$ cat src/rtl/conv_sched_ctrl_pkg.sv
// Shared definitions for the convolution scheduler: state encodings,
// default frame geometry and the derived output-map size.
package conv_sched_ctrl_pkg;

    typedef enum logic [1:0] {
        ST_IDLE   = 2'd0,
        ST_STREAM = 2'd1,
        ST_DRAIN  = 2'd2,
        ST_DONE   = 2'd3
    } conv_state_e;

    localparam int IFM_W = 14;
    localparam int IFM_H = 14;
    localparam int K     = 3;
    localparam int OUT_W = IFM_W - K + 1;
    localparam int OUT_H = IFM_H - K + 1;

    // Cycles between the last accepted pixel and the DONE state; matches
    // the two register stages (window sum, conv result) of the datapath.
    localparam int DRAIN_CYCLES = 2;

endpackage

$ cat src/rtl/conv_pix_counter.sv
// Raster position of the next IFM pixel to be accepted.
// Column wraps at the row end; the whole position wraps after the last pixel.
module conv_pix_counter #(
    parameter int IFM_W = 14,
    parameter int IFM_H = 14
) (
    input  logic       clk,
    input  logic       rst,
    input  logic       clr,
    input  logic       adv,
    output logic [3:0] row,
    output logic [3:0] col,
    output logic       last
);

    logic [3:0] row_reg;
    logic [3:0] col_reg;

    // Advance one pixel per accepted beat; clear returns to the frame origin.
    always_ff @(posedge clk or posedge rst) begin
        if (rst) begin
            row_reg <= 4'd0;
            col_reg <= 4'd0;
        end else if (clr) begin
            row_reg <= 4'd0;
            col_reg <= 4'd0;
        end else if (adv) begin
            if (col_reg == 4'(IFM_W - 1)) begin
                col_reg <= 4'd0;
                row_reg <= (row_reg == 4'(IFM_H - 1)) ? 4'd0 : row_reg + 4'd1;
            end else begin
                col_reg <= col_reg + 4'd1;
            end
        end
    end

    assign row  = row_reg;
    assign col  = col_reg;
    assign last = (row_reg == 4'(IFM_H - 1)) && (col_reg == 4'(IFM_W - 1));

endmodule

$ cat src/rtl/conv_sched_ctrl.sv
// Sequencer for the 3x3 convolution datapath: accepts a frame of IFM
// pixels, loads the weight buffer from the first K*K beats, flags complete
// windows and tracks the output-map coordinate through the MAC pipeline.
module conv_sched_ctrl #(
    parameter int IFM_W = conv_sched_ctrl_pkg::IFM_W,
    parameter int IFM_H = conv_sched_ctrl_pkg::IFM_H,
    parameter int K     = conv_sched_ctrl_pkg::K
) (
    input  logic       clk,
    input  logic       rst,
    input  logic       in_valid,
    output logic       wgt_we,
    output logic [3:0] wgt_addr,
    output logic       ifm_shift,
    output logic       win_valid,
    output logic       out_valid,
    output logic [3:0] out_row,
    output logic [3:0] out_col,
    output logic       busy,
    output logic       done,
    output logic       ovf_err
);

    import conv_sched_ctrl_pkg::*;

    localparam int WGT_N = K * K;

    conv_state_e state_reg;
    logic        drain_cnt_reg;
    logic        busy_reg;
    logic        done_reg;
    logic        ovf_reg;
    logic [3:0]  beat_reg;

    logic        win_valid_reg;
    logic [3:0]  win_row_reg;
    logic [3:0]  win_col_reg;
    logic        out_valid_reg;
    logic [3:0]  out_row_reg;
    logic [3:0]  out_col_reg;

    logic        acc;
    logic        cnt_clr;
    logic        win_hit;
    logic [3:0]  pix_row;
    logic [3:0]  pix_col;
    logic        pix_last;

    assign acc      = in_valid && ((state_reg == ST_IDLE) || (state_reg == ST_STREAM));
    assign cnt_clr  = (state_reg == ST_DONE);
    assign win_hit  = acc && (pix_row >= 4'(K - 1)) && (pix_col >= 4'(K - 1));

    assign ifm_shift = acc;
    assign wgt_we    = acc && (beat_reg < 4'(WGT_N));
    assign wgt_addr  = (beat_reg < 4'(WGT_N)) ? beat_reg : 4'd0;

    conv_pix_counter #(
        .IFM_W (IFM_W),
        .IFM_H (IFM_H)
    ) u_pix_counter (
        .clk  (clk),
        .rst  (rst),
        .clr  (cnt_clr),
        .adv  (acc),
        .row  (pix_row),
        .col  (pix_col),
        .last (pix_last)
    );

    // Frame sequencing: stream pixels, drain the datapath, pulse done.
    always_ff @(posedge clk or posedge rst) begin
        if (rst) begin
            state_reg     <= ST_IDLE;
            drain_cnt_reg <= 1'b0;
            busy_reg      <= 1'b0;
            done_reg      <= 1'b0;
        end else begin
            case (state_reg)
                ST_IDLE: begin
                    if (acc) begin
                        state_reg <= ST_STREAM;
                        busy_reg  <= 1'b1;
                    end
                end
                ST_STREAM: begin
                    if (acc && pix_last) begin
                        state_reg     <= ST_DRAIN;
                        drain_cnt_reg <= 1'b0;
                    end
                end
                ST_DRAIN: begin
                    if (drain_cnt_reg == 1'(DRAIN_CYCLES - 1)) begin
                        state_reg <= ST_DONE;
                        done_reg  <= 1'b1;
                    end else begin
                        drain_cnt_reg <= drain_cnt_reg + 1'b1;
                    end
                end
                ST_DONE: begin
                    state_reg <= ST_IDLE;
                    done_reg  <= 1'b0;
                    busy_reg  <= 1'b0;
                end
                default: begin
                    state_reg <= ST_IDLE;
                    done_reg  <= 1'b0;
                    busy_reg  <= 1'b0;
                end
            endcase
        end
    end

    // Weight beat index saturates once the buffer is full; restarts per frame.
    always_ff @(posedge clk or posedge rst) begin
        if (rst) begin
            beat_reg <= 4'd0;
        end else if (cnt_clr) begin
            beat_reg <= 4'd0;
        end else if (acc && (beat_reg < 4'(WGT_N))) begin
            beat_reg <= beat_reg + 4'd1;
        end
    end

    // Sticky overflow: a beat offered while the block cannot take it.
    always_ff @(posedge clk or posedge rst) begin
        if (rst) begin
            ovf_reg <= 1'b0;
        end else if (in_valid && ((state_reg == ST_DRAIN) || (state_reg == ST_DONE))) begin
            ovf_reg <= 1'b1;
        end
    end

    // Coordinate pipeline tracking the window-sum and conv-result stages.
    always_ff @(posedge clk or posedge rst) begin
        if (rst) begin
            win_valid_reg <= 1'b0;
            win_row_reg   <= 4'd0;
            win_col_reg   <= 4'd0;
            out_valid_reg <= 1'b0;
            out_row_reg   <= 4'd0;
            out_col_reg   <= 4'd0;
        end else begin
            win_valid_reg <= win_hit;
            if (win_hit) begin
                win_row_reg <= pix_row - 4'(K - 1);
                win_col_reg <= pix_col - 4'(K - 1);
            end
            out_valid_reg <= win_valid_reg;
            if (win_valid_reg) begin
                out_row_reg <= win_row_reg;
                out_col_reg <= win_col_reg;
            end
        end
    end

    assign win_valid = win_valid_reg;
    assign out_valid = out_valid_reg;
    assign out_row   = out_row_reg;
    assign out_col   = out_col_reg;
    assign busy      = busy_reg;
    assign done      = done_reg;
    assign ovf_err   = ovf_reg;

endmodule

$ cat config.mk
export PLATFORM = sky130hd
export DESIGN_NAME = conv_sched_ctrl
export DESIGN_NICKNAME = d
export VERILOG_FILES = /design/src/rtl/conv_sched_ctrl_pkg.sv /design/src/rtl/conv_pix_counter.sv /design/src/rtl/conv_sched_ctrl.sv
export SDC_FILE = /design/constraint.sdc
export NUM_CORES = 1
export LEC_CHECK = 0
export ABC_AREA = 0
export CAP_MARGIN = 25
export CORE_MARGIN = 5
export CORE_UTILIZATION = 58
export DETAILED_ROUTE_END_ITERATION = 10
export PLACE_DENSITY = 0.79
export SYNTH_ARGS = -nofsm -noshare
export SYNTH_HDL_FRONTEND = slang
export SYNTH_SLANG_ARGS = --single-unit
$ cat constraint.sdc
create_clock -name clk -period 4.2 [get_ports clk]
set_input_delay 1.26 -clock clk [delete_from_list [all_inputs] [get_ports clk]]
set_output_delay 1.26 -clock clk [all_outputs]
set_load 0.01 [all_outputs]
# Word-level counts from Yosys, hierarchy flattened
# Cells that the tools add are included.
# word_totals
ff_bits,36
inputBits,3
output_inout_bits,19
wordCells,73
# op_classes
n_addsub,6
order_cmp,3
eq_ne,8
muxes,21
reduce_logical,21
# op_table
op,count
4-bit two-way mux,10
4-bit by 1-bit adder with 4-bit output (second input constant),3
2-bit nonzero test,6
4-bit == test (second input constant),2
4-bit by 2-bit greater-or-equal comparator with 1-bit output (second input constant),2
2-bit one-hot mux with 4 select lines,1
2-bit AND reduction,4
4-bit by 2-bit subtractor with 4-bit output (second input constant),2
1-bit logical AND,7
2-bit two-way mux,3
1-bit one-hot mux with 2 select lines,3
2-bit == test (second input constant),2
4-bit less-than comparator (second input constant),1
1-bit two-way mux,4
2-bit != test (second input constant),2
3-bit AND reduction,1
2-bit by 1-bit == test with 1-bit output (second input constant),1
2-bit zero test,1
1-bit logical OR,2
2-bit by 1-bit != test with 1-bit output (second input constant),1
1-bit adder (second input constant),1

# Logic depth before layout (Yosys ltp)
# logic_depth
word_depth,6
depth_mapped,7
depth_no_buf,6

# Hierarchy
# A second synthesis with hierarchy kept.
# unflattened
cells_unflattened,159
hier_area_um2,1783.0
# modules_own_cells
mod,instances,cells_each,area_each_um2,seq_area_each_um2
conv_sched_ctrl,1,110,1316.3,700.7
conv_pix_counter,1,49,466.7,200.2

# Least setup slack after synthesis
# Ideal clock, no wire load.
# synth_path
path_type,in2out
startpoint,input port in_valid
endpoint,output port wgt_we
arrival_time_ns,1.572
required_ns,2.940
slack_ns,1.368
stages,2
n_path_buf,0
path_cell_list,o21ai_2 -> a21oi_2
# synth_via
elab_chain_len,2
# synth_rtl
element,line,source
start: declaration,conv_sched_ctrl.sv:11,"input logic in_valid,"
1-bit logical AND,conv_sched_ctrl.sv:49,assign acc = in_valid && ((state_reg == ST_IDLE) || (state_reg == ST_STREAM));
1-bit logical AND,conv_sched_ctrl.sv:54,assign wgt_we = acc && (beat_reg < 4'(WGT_N));
end: declaration,conv_sched_ctrl.sv:12,"output logic wgt_we,"
# Every way passes these cells.

# Final worst setup path
# Ends and elaborated chain as after synthesis.

==> reports/qor.txt <==
Final period util - 93.20%
Setup slack after layout - 0.2857 ns
Hold_buf cts - 0
Vias - 1,276
Register area - 900.9 um^2
Floorplan core area - 0.003003 mm^2
Max transition margin - 63.93%
Antenna fix cells - 0
Most common cell after layout, fill and taps aside - dfrtp_1
Initial antenna violation count - 0
F_max - 0.2555 GHz
Yosys reg bits - 36
Worst Path Arrival - 2.65 ns
DP HPWL - 2268 um
Hold Crit Class - reg -> reg
I/O pin count - 22
Tmin final - 3.914 ns
DRC viols - 0
Largest net degree at the start of global routing - 37
Grt ovf - 0
Layout cells sized above 1 - 13.61%
Crit Path Class - in -> out
Static leakage - 0.9010 nW
Via density - 5.696
Cells after DPL - 217
RSZ-0062 raised after global routing - false
CTS tree - yes
Crit-path slowest cell - clkdlybuf4s50_1
Final setup fails - 0
Yosys cell types - 34
Post-cts sizing count - 0
Area growth, synth to finish - 17.21%
CTS max path bufs - 2
Critical Path RT - 2.94 ns
Hold Vio Cnt, Final - 0
Synth warn - 0
Total GRT Usage - 16.98%
Final Skew - 0.007478 ns
Max-slew violations - 0
WL per Instance - 14.33 um
Vias in the first global route - 1,248
Kind of end point of the critical path - output port
Die area - 0.004265 mm^2
PwrDens - 751.3 mW/mm^2
Finished Cell Area - 0.002079 mm^2
Net count reported at finish - 204
WL final - 3210 um
Most frequent cells in the layout - 36 x dfrtp_1, 21 x clkdlybuf4s50_1, 16 x a21oi_1, 15 x nor2_1, 14 x inv_1
Initial Util - 59.08%
Dpl ws - 0.2853 ns
Post-synthesis sequential area ratio - 50.78%
Total chip power - 1.562 mW
Multi-input logic area - 787.0 um^2
Most used cell, CP - clkdlybuf4s50_1
Die W - 65.31 um
CTS root buf - clkbuf_4
Initial DRC count - 47
WHS - 0.4738 ns
IO buf count - 21
Chip Height - 65.31 um
Cell Rows - 20
Final core utilization - 69.25%
Num CTS Buffers - 5
Crit path launch type - primary input
Crit path max fanout - 5
Post-DP Area - 0.002014 mm^2
FILL cells - 237
H-tree depth - 2
GP Congestion - 0.8462
Clk_lat worst skew - 0.32 ns
DR pass1 iterations - 4
First-pass GRT wire length - 5595 um
Antenna viol nets, final - 0
Status - complete, no violations
Postcts setup bufs - 0
CP max stage delay - 0.57 ns
Fin cells - 224
Avg Cell Area, Syn - 10.69 um^2
Synthesized area - 0.001774 mm^2
Worst VDD drop - 375.0 uV
Cells after Synth - 166
Final TNS setup - 0 ns
Max Cap Viol - 0
Clock Sinks - 36
Clock-pin slew on the worst setup and hold paths - 0.10 ns
Worst-Margin Slew - 0.5410 ns
Critical path, cell by cell - clkdlybuf4s50_1 > o21ai_2 > a21oi_2 > clkdlybuf4s50_1
Mapped Nets - 179
metal layers:
layer	vias to the layer above	track usage, %	share of wire [%]
li1	629	-	-
met1	611	19.82	43
met2	30	29.20	52
met3	6	5.299	3.8
met4	0	6.218	1.0
met5	-	0	0
layout make-up:
| type | instances | share of cell area (%) |
|---|---|---|
| sequential | 36 | 43.32 |
| multi-input combinational | 110 | 37.85 |
| timing repair buffer | 24 | 11.19 |
| clock buffer | 7 | 3.129 |
| inverter | 14 | 2.527 |
| tap | 33 | 1.986 |
logic make-up after synthesis:
logic type / count (synthesis) / synth area share, %
compound gates: 38 / 13.61
xor+xnor: 4 / 1.974
fa+ha+maj: 10 / 7.052
buf+inv: 20 / 4.866
flops: 36 / 50.78
mux: 15 / 9.309
simple gates: 43 / 12.41
worst max-delay path, delay by kind of cell:
kind,cells,cell delay (ns)
AOI/OAI and AO/OA,2,0.32
buffers and inverters,2,1.07
cell usage after synthesis, drive strengths merged:
cell | count | area share (%)
a211oi | 1 | 0.42
a21oi | 18 | 5.5
a2bb2oi | 1 | 0.49
a311oi | 1 | 0.49
a32oi | 1 | 0.49
a41o | 1 | 0.56
and4b | 2 | 1.1
buf | 4 | 1.5
clkbuf | 2 | 0.42
dfrtp | 36 | 51
ha | 10 | 7.1
inv | 14 | 3.0
mux2 | 12 | 7.6
mux2i | 3 | 1.7
nand2 | 9 | 1.9
nand2b | 3 | 1.1
nand3 | 1 | 0.28
nand4 | 4 | 1.4
nor2 | 15 | 3.2
nor2b | 3 | 1.1
nor3 | 5 | 2.0
o211ai | 1 | 0.42
o21ai | 10 | 3.0
o221ai | 1 | 0.49
o31ai | 2 | 1.1
o32a | 1 | 0.56
or2 | 1 | 0.35
xnor2 | 4 | 2.0
report_power, final:
part / switching, mW / internal [mW] / total [mW]
clock network: 0.105 / 0.0949 / 0.200
registers: 0.147 / 0.498 / 0.645
logic: 0.339 / 0.378 / 0.717
final timing paths:
kind | end | cells after the start | slack, ns | from
setup reg to reg | win_col_reg[0] | 5 | 2.22 | state_reg[1]
min in group asynchronous | out_valid | 3 | 1.33 | rst
hold reg to reg | ovf_err | 1 | 0.47 | ovf_err
setup / recovery | wgt_we | 4 | 0.29 | in_valid
hold / removal | ovf_err | 1 | 0.47 | ovf_err
max in group asynchronous | win_row_reg[2] | 3 | 2.54 | rst
Note: power is estimated with default switching activity, not from simulation.
